<file path="src/rtl/mem_port_arbiter_pkg.sv">
// Shared encodings for the two-port memory arbiter: FSM states, access
// length codes and requester port identifiers.
package mem_port_arbiter_pkg;

  typedef enum logic [1:0] {
    ST_IDLE   = 2'd0,
    ST_ACCESS = 2'd1,
    ST_RESP   = 2'd2
  } state_t;

  localparam logic [1:0] LEN_B = 2'd0;
  localparam logic [1:0] LEN_H = 2'd1;
  localparam logic [1:0] LEN_W = 2'd2;

  localparam logic PORT_IF = 1'b0;
  localparam logic PORT_MA = 1'b1;

endpackage

</file>
<file path="src/rtl/mem_port_arbiter_starve_cnt.sv">
// Counts consecutive port-1 grants taken while fetch waits and raises the
// force-port-0 flag once the limit is reached.
module arb_starve_cnt
  import mem_port_arbiter_pkg::*;
#(
  parameter int MAX_WAIT = 4
) (
  input  logic clk,
  input  logic rst,
  input  logic idle,
  input  logic req0,
  input  logic abort0,
  input  logic grant0,
  input  logic grant1,
  output logic force0
);

  localparam int CW = $clog2(MAX_WAIT + 1);
  localparam logic [CW-1:0] SAT = CW'(MAX_WAIT);

  logic [CW-1:0] cnt_reg;

  always_ff @(posedge clk or negedge rst) begin
    if (!rst) begin
      cnt_reg <= '0;
    end else if (idle) begin
      // An aborting fetch is not really waiting, so it does not accrue credit.
      if (grant0 || !req0) begin
        cnt_reg <= '0;
      end else if (grant1 && !abort0 && (cnt_reg != SAT)) begin
        cnt_reg <= cnt_reg + CW'(1);
      end
    end
  end

  assign force0 = req0 && (cnt_reg == SAT);

endmodule

</file>
<file path="src/rtl/mem_port_arbiter.sv">
// Shares one memory interface between instruction fetch (port 0, read-only)
// and the memory-access stage (port 1); each grant runs access then ack.
module mem_port_arbiter
  import mem_port_arbiter_pkg::*;
#(
  parameter int MADDR_L  = 32,
  parameter int DATA_L   = 32,
  parameter int MEM_LAT  = 2,
  parameter int MAX_WAIT = 4
) (
  input  logic               clk,
  input  logic               rst,
  input  logic               req0,
  input  logic [MADDR_L-1:0] addr0,
  input  logic [1:0]         rlen0,
  input  logic               abort0,
  output logic               ack0,
  output logic [DATA_L-1:0]  rdata0,
  input  logic               req1,
  input  logic               we1,
  input  logic [MADDR_L-1:0] addr1,
  input  logic [1:0]         len1,
  input  logic [DATA_L-1:0]  wdata1,
  output logic               ack1,
  output logic [DATA_L-1:0]  rdata1,
  input  logic [DATA_L-1:0]  mem_din,
  output logic [DATA_L-1:0]  mem_dout,
  output logic [MADDR_L-1:0] mem_raddr,
  output logic [MADDR_L-1:0] mem_waddr,
  output logic               mem_re,
  output logic               mem_we,
  output logic [1:0]         mem_rlen,
  output logic [1:0]         mem_wlen,
  output logic               busy,
  output logic               owner
);

  localparam int CNT_W = (MEM_LAT > 1) ? $clog2(MEM_LAT) : 1;
  localparam logic [CNT_W-1:0] CNT_LOAD = CNT_W'(MEM_LAT - 1);

  state_t state_reg, state_next;
  logic [CNT_W-1:0]   cnt_reg;
  logic               owner_reg, cancel_reg, re_reg, we_reg;
  logic [MADDR_L-1:0] raddr_reg, waddr_reg;
  logic [1:0]         rlen_reg, wlen_reg;
  logic [DATA_L-1:0]  dout_reg, rdata0_reg, rdata1_reg;
  logic               idle, grant0, grant1, force0;

  assign idle   = (state_reg == ST_IDLE);
  assign grant1 = idle && req1 && !force0;
  assign grant0 = idle && !grant1 && req0 && !abort0;

  arb_starve_cnt #(.MAX_WAIT(MAX_WAIT)) u_starve (
    .clk    (clk),
    .rst    (rst),
    .idle   (idle),
    .req0   (req0),
    .abort0 (abort0),
    .grant0 (grant0),
    .grant1 (grant1),
    .force0 (force0)
  );

  always_ff @(posedge clk or negedge rst) begin
    if (!rst) state_reg <= ST_IDLE;
    else      state_reg <= state_next;
  end

  // ack0 also honours abort0 in the RESP cycle itself, hence combinational.
  always_comb begin
    state_next = state_reg;
    ack0       = 1'b0;
    ack1       = 1'b0;
    busy       = !idle;
    case (state_reg)
      ST_IDLE:   if (grant0 || grant1) state_next = ST_ACCESS;
      ST_ACCESS: if (cnt_reg == '0) state_next = ST_RESP;
      ST_RESP: begin
        state_next = ST_IDLE;
        ack0 = (owner_reg == PORT_IF) && !cancel_reg && !abort0;
        ack1 = (owner_reg == PORT_MA);
      end
      default:   state_next = ST_IDLE;
    endcase
  end

  always_ff @(posedge clk or negedge rst) begin
    if (!rst) begin
      cnt_reg    <= '0;
      owner_reg  <= PORT_IF;
      re_reg     <= 1'b0;
      we_reg     <= 1'b0;
      raddr_reg  <= '0;
      waddr_reg  <= '0;
      rlen_reg   <= '0;
      wlen_reg   <= '0;
      dout_reg   <= '0;
      rdata0_reg <= '0;
      rdata1_reg <= '0;
    end else if (grant0 || grant1) begin
      owner_reg <= grant1 ? PORT_MA : PORT_IF;
      cnt_reg   <= CNT_LOAD;
      if (grant1 && we1) begin
        we_reg    <= 1'b1;
        waddr_reg <= addr1;
        wlen_reg  <= len1;
        dout_reg  <= wdata1;
      end else begin
        re_reg    <= 1'b1;
        raddr_reg <= grant1 ? addr1 : addr0;
        rlen_reg  <= grant1 ? len1 : rlen0;
      end
    end else if (state_reg == ST_ACCESS) begin
      if (cnt_reg == '0) begin
        re_reg <= 1'b0;
        we_reg <= 1'b0;
        if (re_reg) begin
          if (owner_reg == PORT_MA) rdata1_reg <= mem_din;
          else                      rdata0_reg <= mem_din;
        end
      end else begin
        cnt_reg <= cnt_reg - CNT_W'(1);
      end
    end
  end

  always_ff @(posedge clk or negedge rst) begin
    if (!rst)                                  cancel_reg <= 1'b0;
    else if (idle)                             cancel_reg <= 1'b0;
    else if (abort0 && owner_reg == PORT_IF)   cancel_reg <= 1'b1;
  end

  assign owner     = owner_reg;
  assign mem_re    = re_reg;
  assign mem_we    = we_reg;
  assign mem_raddr = raddr_reg;
  assign mem_waddr = waddr_reg;
  assign mem_rlen  = rlen_reg;
  assign mem_wlen  = wlen_reg;
  assign mem_dout  = dout_reg;
  assign rdata0    = rdata0_reg;
  assign rdata1    = rdata1_reg;

endmodule

</file>
<file path="config.mk">
export PLATFORM = sky130hd
export DESIGN_NAME = mem_port_arbiter
export DESIGN_NICKNAME = d
export VERILOG_FILES = /design/src/rtl/mem_port_arbiter_pkg.sv /design/src/rtl/mem_port_arbiter_starve_cnt.sv /design/src/rtl/mem_port_arbiter.sv
export SDC_FILE = /design/constraint.sdc
export NUM_CORES = 1
export LEC_CHECK = 0
export CORE_ASPECT_RATIO = 2
export CORE_UTILIZATION = 46
export CTS_CLUSTER_SIZE = 14
export DETAILED_ROUTE_END_ITERATION = 7
export GPL_TIMING_DRIVEN = 1
export PLACE_DENSITY = 0.86
export SYNTH_ARGS = -nofsm -noshare
export SYNTH_HDL_FRONTEND = slang
export SYNTH_SLANG_ARGS = --single-unit
</file>
<file path="constraint.sdc">
create_clock -name clk -period 5 [get_ports clk]
set_input_delay 1 -clock clk [delete_from_list [all_inputs] [get_ports clk]]
set_output_delay 1 -clock clk [all_outputs]
set_load 0.01 [all_outputs]
</file>
# Word level (Yosys, flattened, before mapping)
# Cells that the tools add are included.
# totals
reg_bits,174
in_bits,138
out_inout_bits,170
elab_cells,82
# op_classes
eq_ne,9
n_addsub,2
reduce_logical,32
mux,21
bitwise_logic,4
# op_table
operator,n
two-way mux 32 bit,1
two-way mux 1 bit,14
logical AND 1 bit,12
AND reduction 5 bit,2
AND reduction 2 bit,4
zero test 1 bit,6
two-way mux 2 bit,3
two-way mux 3 bit,2
"!= test 2 x 1 -> 1 bit, second input constant",3
AND reduction 3 bit,2
nonzero test 2 bit,3
"!= test 2 bit, second input constant",2
NOT 1 bit,4
case mux 2 bit (2 select lines),1
"adder 3 x 1 -> 3 bit, second input constant",1
"== test 3 bit, second input constant",1
"!= test 3 bit, second input constant",1
"== test 2 x 1 -> 1 bit, second input constant",1
"== test 2 bit, second input constant",1
zero test 2 bit,1
logical OR 1 bit,2
"subtractor 1 bit, second input constant",1

# Longest topological paths before layout
# Gate-level depths: netlist of the first run.
# depth
depth_word,11
ltp_mapped,8
ltp_nobuf,5

# Cells and area by module
# From an unflattened synthesis of the first run, not the netlist that was laid out.
# unflattened
cells_unflattened,572
hier_area_um2,7383.3
# modules_own_cells
module,seq_area_each_um2,n_inst,area_each_um2,cells_per_inst
mem_port_arbiter,4279.1,1,7163.1,548
arb_starve_cnt,75.1,1,220.2,24

# Least setup slack after synthesis of the first run
# OpenSTA, ideal clock, no wires.
# synth_path
path_kind,input -> register
start,input abort0
end,register raddr_reg[10] (netlist: mem_raddr[10])
arrival_ps,2299
setup_ps,96
required_time_ps,4904
setup_slack_ps,2605
stages,5
n_path_buf,2
cell_sequence,or4b_1 > a21o_1 > clkbuf_1 > buf_2 > a311oi_2
# synth_between
elab_chain_len,4
# synth_rtl
element,line,source
from (decl),mem_port_arbiter.sv:16,"input logic abort0,"
zero test 1 bit,mem_port_arbiter.sv:51,assign grant0 = idle && !grant1 && req0 && !abort0;
logical AND 1 bit,mem_port_arbiter.sv:51,
logical OR 1 bit,mem_port_arbiter.sv:100,end else if (grant0 || grant1) begin
AND reduction 2 bit (no line),-,
to (signal assigned),mem_port_arbiter.sv:110,raddr_reg <= grant1 ? addr1 : addr0;
to (decl),mem_port_arbiter.sv:44,"logic [MADDR_L-1:0] raddr_reg, waddr_reg;"
# Every way passes these cells.
# A chain may end at the register's enable or synchronous reset.

# Worst setup path after layout of the first run
# layout_path
start,input req0
end,register waddr_reg[30] (netlist: mem_waddr[30])
# layout_between
elab_chain_len,9
word_cells_on_any_way,10
cone_classes,reduce/logical (10)
# layout_rtl
element,line,source
from (decl),mem_port_arbiter.sv:13,"input logic req0,"
logical AND 1 bit,mem_port_arbiter_starve_cnt.sv:36,assign force0 = req0 && (cnt_reg == SAT);
zero test 1 bit,mem_port_arbiter.sv:50,assign grant1 = idle && req1 && !force0;
logical AND 1 bit,mem_port_arbiter.sv:50,
zero test 1 bit,mem_port_arbiter.sv:51,
logical AND 1 bit (3 in a row),mem_port_arbiter.sv:51,
logical OR 1 bit,mem_port_arbiter.sv:100,
AND reduction 2 bit (no line) (*),-,
to (signal assigned),mem_port_arbiter.sv:105,waddr_reg <= addr1;
to (decl),mem_port_arbiter.sv:44,
# Mark *: on every way between the ends. The rest lies on a longest branch, timed or not.

==> impl_results.md, run 1 <==
- Initial DRC count: around 310
- Setup ws final: ~1.6 ns
- CP Launch Point: req0
- Die height: around 180 um
- Worst R2R Path Depth: 5
- Vias per Instance: approximately 5.6
- GPL Wtd Cong: 0.8874
- CP endpoint kind: flop
- Cell Chain, Critical Path: clkdlybuf4s50_1 > nand3_2 > nand3_2 > mux2_2
- Worst r2r src: u_starve.cnt_reg[0]
- Post-synth top cells: dfrtp_1, mux2_2, inv_1
- RSZ-0062 raised after global routing: no
- Largest net degree at the start of global routing: 93
- Clk_lat worst skew: 0.42 ns
- Most common cell in the synthesized netlist: dfrtp_1
- Top cells by area, synth: dfrtp_1, mux2_2, a311oi_2
- Layout cell share with drive strength beyond 1: 0.2473
- Post-synth ARST share: 1.000
- Top delay family on crit path: simple AND/OR/NAND/NOR gates
- Layout Cells excl Fill: slightly above 1000
- Synth area leader: dfrtp_1
- Num CTS Buffers: 17
- Hold Crit Class: flop to flop
- Final antenna-violating net count: 0
- Multi-input gate area: 0.002691 mm2
- Reg2reg end: mem_waddr[30]
- Max FO, Critical Path: 38
- Seq/Total Area, Yosys: 0.5885
- Critical Path Stages: 4
- Status: finished clean
- Hold buffer count at cts: 0
- Setup bufs post-CTS: 0
- Row count: 65
- Worst Tran Pin Value: approximately 1.0 ns
- Slowest CP cell: nand3_2
- Max stage delay on crit path: a little over 1 ns
- Filler cell count: approximately 1100
- Leakage: between 4 and 5 nW
- CTS root buffer: clkbuf_16
- Core area: 0.01578 mm2
- Reg area: approximately 0.0044 mm2
- Worst EP required: roughly 5.3 ns
- Crit path DAT: between 3 and 4 ns
- R2R setup slack: 2.05 ns
- # resized after CTS: 0
- Final Critical Period: approximately 3.4 ns
- Startpoint types: input port
- Endpoints failing hold: 0
- Area Overhead vs Synth: 52.04%
- GRT Total Usage: 0.2711
- Primary FF master, synth: dfrtp_1
- Fmax: a little under 0.3 GHz
- Final max-slew violation count: 0
- Crit-path most repeated cell: nand3_2
- Sink Count: approximately 170
- Syn nets: ~670
- Mapped cell area: about 0.0074 mm2
- Vias in the first global route: between 6000 and 7000
- Setup-failing EPs final: 0
- Initial Util: 0.4689
- EDFF count, synth: 0
- Routed WL per cell: between 20 and 25 um
- Clk_skew: a little over 0.008 ns
- PD cells: 637.4 mW/mm2
- Clock network power share: 0.200
- I/O Buffers: 307
- Number of synthesized register bits: 174
- Area after DPL: between 0.01 and 0.015 mm2
- Final Cycle Share: 0.6848
- Unique masters post-synth: 34
- Die area: ~0.017 mm2
- # H-tree levels: 4
- Worst vdd ir: ~0.38 mV
- Die W: 91.68 um
- Post-detail-place hpwl: approximately 16000 um
- Fin area: about 0.011 mm2
- Total gr overflow: 0
- DRT Pass-1 Iters: 4
- CP Class: input port to flop
- Combinational fraction of design power: 0.448
- Synth warnings: 0
- Switching part of the total: 0.3150
- Worst slack at placement: about 1.1 ns
- Flop pwr share: 0.352
- Worst-path clk slew: 0.06 ns
- Crit path buf inv count: 1
- Slew HR: 0.3311
- Routed Wire Length: approximately 22000 um
- Initial antenna violation count: 1
- Psw: roughly 2.3 mW
- DRC: 0
- Global-route wire length before repair: ~34000 um
- Vias: 5750
- Clk buf depth: 2
- CP endpoint: mem_waddr[30]
- Yosys top cell area share: 0.5885
- Placed Cells: about 1000
- Setup TNS: 0 ns
- Max cap viols: 0
- Internal power: 4.912 mW
- Syn Inst Count: about 530
- Syn_area_per_cell: ~14 um2
- CTS tree: built
- I/O pin count: around 300
- Layout Nets: 960
## cell type report
class / instances / share of cell area
multi-input combinational: 271 / 0.2393
clock buffer: 23 / 0.04338
tap: 201 / 0.02236
sequential: 174 / 0.3871
inverter: 40 / 0.01335
clock inverter: 9 / 0.01390
timing repair buffer: 316 / 0.2804
antenna: 1 / 0.0002225
## logic make-up (layout without fill, tap and decap cells)
group           count (synthesis)  after routing  synth area share
flops                         174            174            0.5885
xor+xnor                        1              1          0.001184
fa+ha+maj                       2              2          0.003382
compound gates                 77             77            0.1067
mux                           130            130            0.1979
simple gates                   61             61           0.05209
other cells                     0              1                 0
buf+inv                        86            388           0.05023
## power by group through the flow
stage	Sequential (mW)	Combinational (mW)	Clock (mW)
after floorplan	2.78	1.11	0
after global placement	2.48	3.12	0
after detailed placement	2.54	3.23	0
after CTS	2.52	3.25	1.47
after global routing	2.60	3.38	1.52
final	2.52	3.21	1.43
## per-stage QoR
stage / util / power [mW] / hold WS, ns
2_1_floorplan: - / 3.888 / 0.4593
3_3_place_gp: 0.6719 / 5.601 / 0.4739
3_5_place_dp: 0.6719 / 5.770 / 0.4820
4_1_cts: 0.7128 / 7.240 / 0.5037
5_1_grt: 0.7129 / 7.504 / 0.5192
6_report: 0.7129 / 7.170 / 0.5027
## routing by layer
layer | share of wire | track usage | wire length (um)
met3 | 0.050 | 0.05135 | 1106
met2 | 0.56 | 0.4944 | 12320
met1 | 0.35 | 0.2940 | 7744
met4 | 0.041 | 0.1352 | 898
met5 | 0 | 0 | 0
## cell usage in the layout, fill, tap and decap left out, types with 2 or more instances in the layout
cell             netlist  layout
a211oi_1              34      34
clkinvlp_4             0       3
a311oi_2              29      29
inv_1                 40      40
nand3_2                1       2
ha_1                   2       2
mux2_2               129     129
clkbuf_1              23       2
clkbuf_8               0       4
o21ai_0                5       5
clkbuf_16              0      17
buf_4                  1       8
nor3b_2                2       2
a311oi_1               5       5
dfrtp_1              174     174
nor4_1                34      34
nand2_1                7       7
clkdlybuf4s50_1        0     306
nand3_1                4       3
bufinv_16              0       4
and3_1                 4       4
## worst min-delay path by stage
stage / from / endpoint / slack (ns) / depth (start not counted)
2_1_floorplan: cnt_reg / state_reg[1] / 0.46 / 1
3_3_place_gp: mem_dout[29] / mem_dout[29] / 0.47 / 1
3_5_place_dp: mem_dout[29] / mem_dout[29] / 0.48 / 1
4_1_cts: cancel_reg / cancel_reg / 0.50 / 1
5_1_grt: rdata1[29] / rdata1[29] / 0.52 / 1
6_report: cancel_reg / cancel_reg / 0.50 / 1
Note: power is estimated with default switching activity, not from simulation.
==> run 2: changes to the inputs <==
--- a/config.mk
+++ b/config.mk
@@ -6,11 +6,11 @@
 export NUM_CORES = 1
 export LEC_CHECK = 0
 export CORE_ASPECT_RATIO = 2
-export CORE_UTILIZATION = 46
+export CORE_UTILIZATION = 43
 export CTS_CLUSTER_SIZE = 14
 export DETAILED_ROUTE_END_ITERATION = 7
 export GPL_TIMING_DRIVEN = 1
-export PLACE_DENSITY = 0.86
+export PLACE_DENSITY = 0.81
 export SYNTH_ARGS = -nofsm -noshare
 export SYNTH_HDL_FRONTEND = slang
 export SYNTH_SLANG_ARGS = --single-unit
==> constraint.sdc (replaced) <==
create_clock -name clk -period 3.6 [get_ports clk]
set_input_delay 0.72 -clock clk [delete_from_list [all_inputs] [get_ports clk]]
set_output_delay 0.72 -clock clk [all_outputs]
set_load 0.01 [all_outputs]
==> run 2 against run 1 <==
Net effect: core utilization shrank 4.3 points; critical path depth unchanged; hold slack got worse by 0.21 ns; global-route usage down 0.80 points; sequential cell count unchanged; combinational power rose by 40%; design area fell by 0.20%; first-iteration DRC count down 40%; non-clock buffer count rose by 3; clock skew is essentially flat.
==> impl_results.md, run 2 (synthesis results as in run 1) <==
- Reg2reg end: mem_raddr[0]
- Endpoints failing hold: 0 (unchanged)
- CTS tree: built
- Largest net degree at the start of global routing: 73 (-22%)
- Top delay family on crit path: buffers and inverters
- Area Overhead vs Synth: 51.73%
- Antenna diodes: 0 (-1)
- Max cap viols: 0 (unchanged)
- Clk buf depth: 2 (unchanged)
- Sink Count: 174 (unchanged)
- Global-route wire length before repair: 34980 um (+2.0%)
- Fmax: ~0.35 GHz
- CP endpoint kind: output port
- Row count: 67 (+3.1%)
- Internal power: 6.631 mW (+35%)
- Area after DPL: 0.01064 mm2 (+0.40%)
- Worst slack at placement: 0.5873 ns (-0.5589 ns)
- Slew HR: 0.3040 (-0.02716)
- Crit path DAT: 2.16 ns (-1.56 ns)
- Setup-failing EPs final: 0 (unchanged)
- Worst Tran Pin Value: 1.044 ns (+0.04075 ns)
- DRC: 0 (unchanged)
- Vias: 5814 (+1.1%)
- Max FO, Critical Path: 5 (-87%)
- RSZ-0062 raised after global routing: no
- DRT Pass-1 Iters: 4 (unchanged)
- Die W: 94.75 um (+3.4%)
- # resized after CTS: 0 (unchanged)
- Layout Nets: 963 (+0.31%)
- Multi-input gate area: 0.002691 mm2 (unchanged)
- GRT Total Usage: 0.2631 (-0.008022)
- Initial Util: 0.4413 (-0.02764)
- I/O pin count: 308 (unchanged)
- I/O Buffers: 307 (unchanged)
- Worst R2R Path Depth: 3 (-2)
- Initial antenna violation count: 0 (-1)
- Slowest CP cell: clkdlybuf4s50_1
- Max stage delay on crit path: 0.54 ns (-0.48 ns)
- Filler cell count: 1241 (+15%)
- Die area: 0.01777 mm2 (+6.9%)
- Setup TNS: 0 ns (unchanged)
- Startpoint types: input port
- Final max-slew violation count: 0 (unchanged)
- Post-detail-place hpwl: 16190 um (+2.4%)
- Worst EP required: 2.88 ns (-2.42 ns)
- R2R setup slack: 1.25 ns (-0.80 ns)
- GPL Wtd Cong: 0.7936 (-11%)
- Vias per Instance: 5.574 (+0.34%)
- Clk_lat worst skew: 0.42 ns (about the same)
- Routed Wire Length: 22310 um (+1.1%)
- Clock network power share: 0.186 (-0.014)
- Final antenna-violating net count: 0 (unchanged)
- CTS root buffer: clkbuf_16
- Reg area: 0.004354 mm2 (unchanged)
- Clk_skew: 0.008286 ns (-0.00001158 ns)
- # H-tree levels: 4 (unchanged)
- Worst r2r src: state_reg[1]
- Core area: 0.01677 mm2 (+6.3%)
- PD cells: 873.0 mW/mm2 (+37%)
- Switching part of the total: 0.3234 (+0.008412)
- Commonest non-fill, non-tap cell in the layout: clkdlybuf4s50_1
- Worst vdd ir: 0.4433 mV (+18%)
- Layout cell share with drive strength beyond 1: 0.2512 (+0.003897)
- Cell Chain, Critical Path: clkdlybuf4s50_1 > nor3_1 > and3_1 > clkdlybuf4s50_1
- Crit-path most repeated cell: clkdlybuf4s50_1
- Total gr overflow: 0 (unchanged)
- Flop pwr share: 0.357 (+0.005)
- Crit path buf inv count: 2 (+1)
- Final Cycle Share: 0.8009
- Worst-path clk slew: 0.07 ns (about the same)
- Routed WL per cell: 21.39 um (+0.33%)
- Hold buffer count at cts: 0 (unchanged)
- Most frequent cells in the layout: clkdlybuf4s50_1, dfrtp_1, mux2_2, inv_1
- Num CTS Buffers: 17 (unchanged)
- Hold Crit Class: input port to async pin
- Initial DRC count: 188 (-40%)
- Critical Path Stages: 4 (unchanged)
- Leakage: 4.626 nW (-0.31%)
- Status: finished clean
- Die height: 187.5 um (+3.4%)
- Setup bufs post-CTS: 0 (unchanged)
- Setup ws final: 0.7168 ns (-0.8592 ns)
- Final Critical Period: roughly 2.9 ns
- Psw: 3.169 mW (+40%)
- Fin area: 0.01123 mm2 (-0.20%)
- Combinational fraction of design power: 0.458 (+0.010)
- CP Class: input port to output port
- Vias in the first global route: 6483 (+4.5%)
## run 2: worst max path at each step
stage	endpoint	slack, ns	from
global placement	mem_rlen[0]	0.71	req1
CTS	ack0	0.70	abort0
floorplan	mem_raddr[10]	1.49	abort0
global route	ack0	0.67	abort0
finish	ack0	0.72	abort0
detailed placement	mem_raddr[0]	0.59	req1
## run 2: worst reg2reg max path, cell delays in order (launching register included)
cell and delay [ns]:
dfrtp_1 0.49, or3b_1 0.46, or3_2 0.86, a311oi_1 0.44
## run 2: per-stage QoR
step                hold slack (ns)  instances  utilization  total power [mW]
floorplan                    0.4244        531            -             5.400
global placement             0.4776       1011       0.6349             7.823
detailed placement           0.4853       1011       0.6349             8.023
CTS                          0.3137       1043       0.6696             9.893
global route                 0.3278       1043       0.6696             10.31
finish                       0.2900       1043       0.6696             9.800
## run 2: power by group through the flow
stage	Clock, mW	Combinational (mW)	Sequential [mW]
after floorplan	0	1.54	3.86
after global placement	0	4.38	3.45
after detailed placement	0	4.51	3.51
after CTS	1.87	4.53	3.50
after global routing	1.95	4.75	3.61
final	1.82	4.49	3.49
## run 2: routing by layer
metal  up-vias  share of wire  GRT usage
li1       2538              -          -
met1      2901           0.34     0.2698
met2       300           0.55     0.4781
met3        75          0.051    0.04461
met4         0          0.058     0.1614
met5         -              0          0
## run 2: layout make-up
cell class	count	area share
Timing Repair Buffer	319	0.2841
Inverter	40	0.01337
Tap cell	207	0.02307
Multi-Input combinational cell	271	0.2397
Clock buffer	19	0.03946
Sequential cell	174	0.3879
Clock inverter	13	0.01237
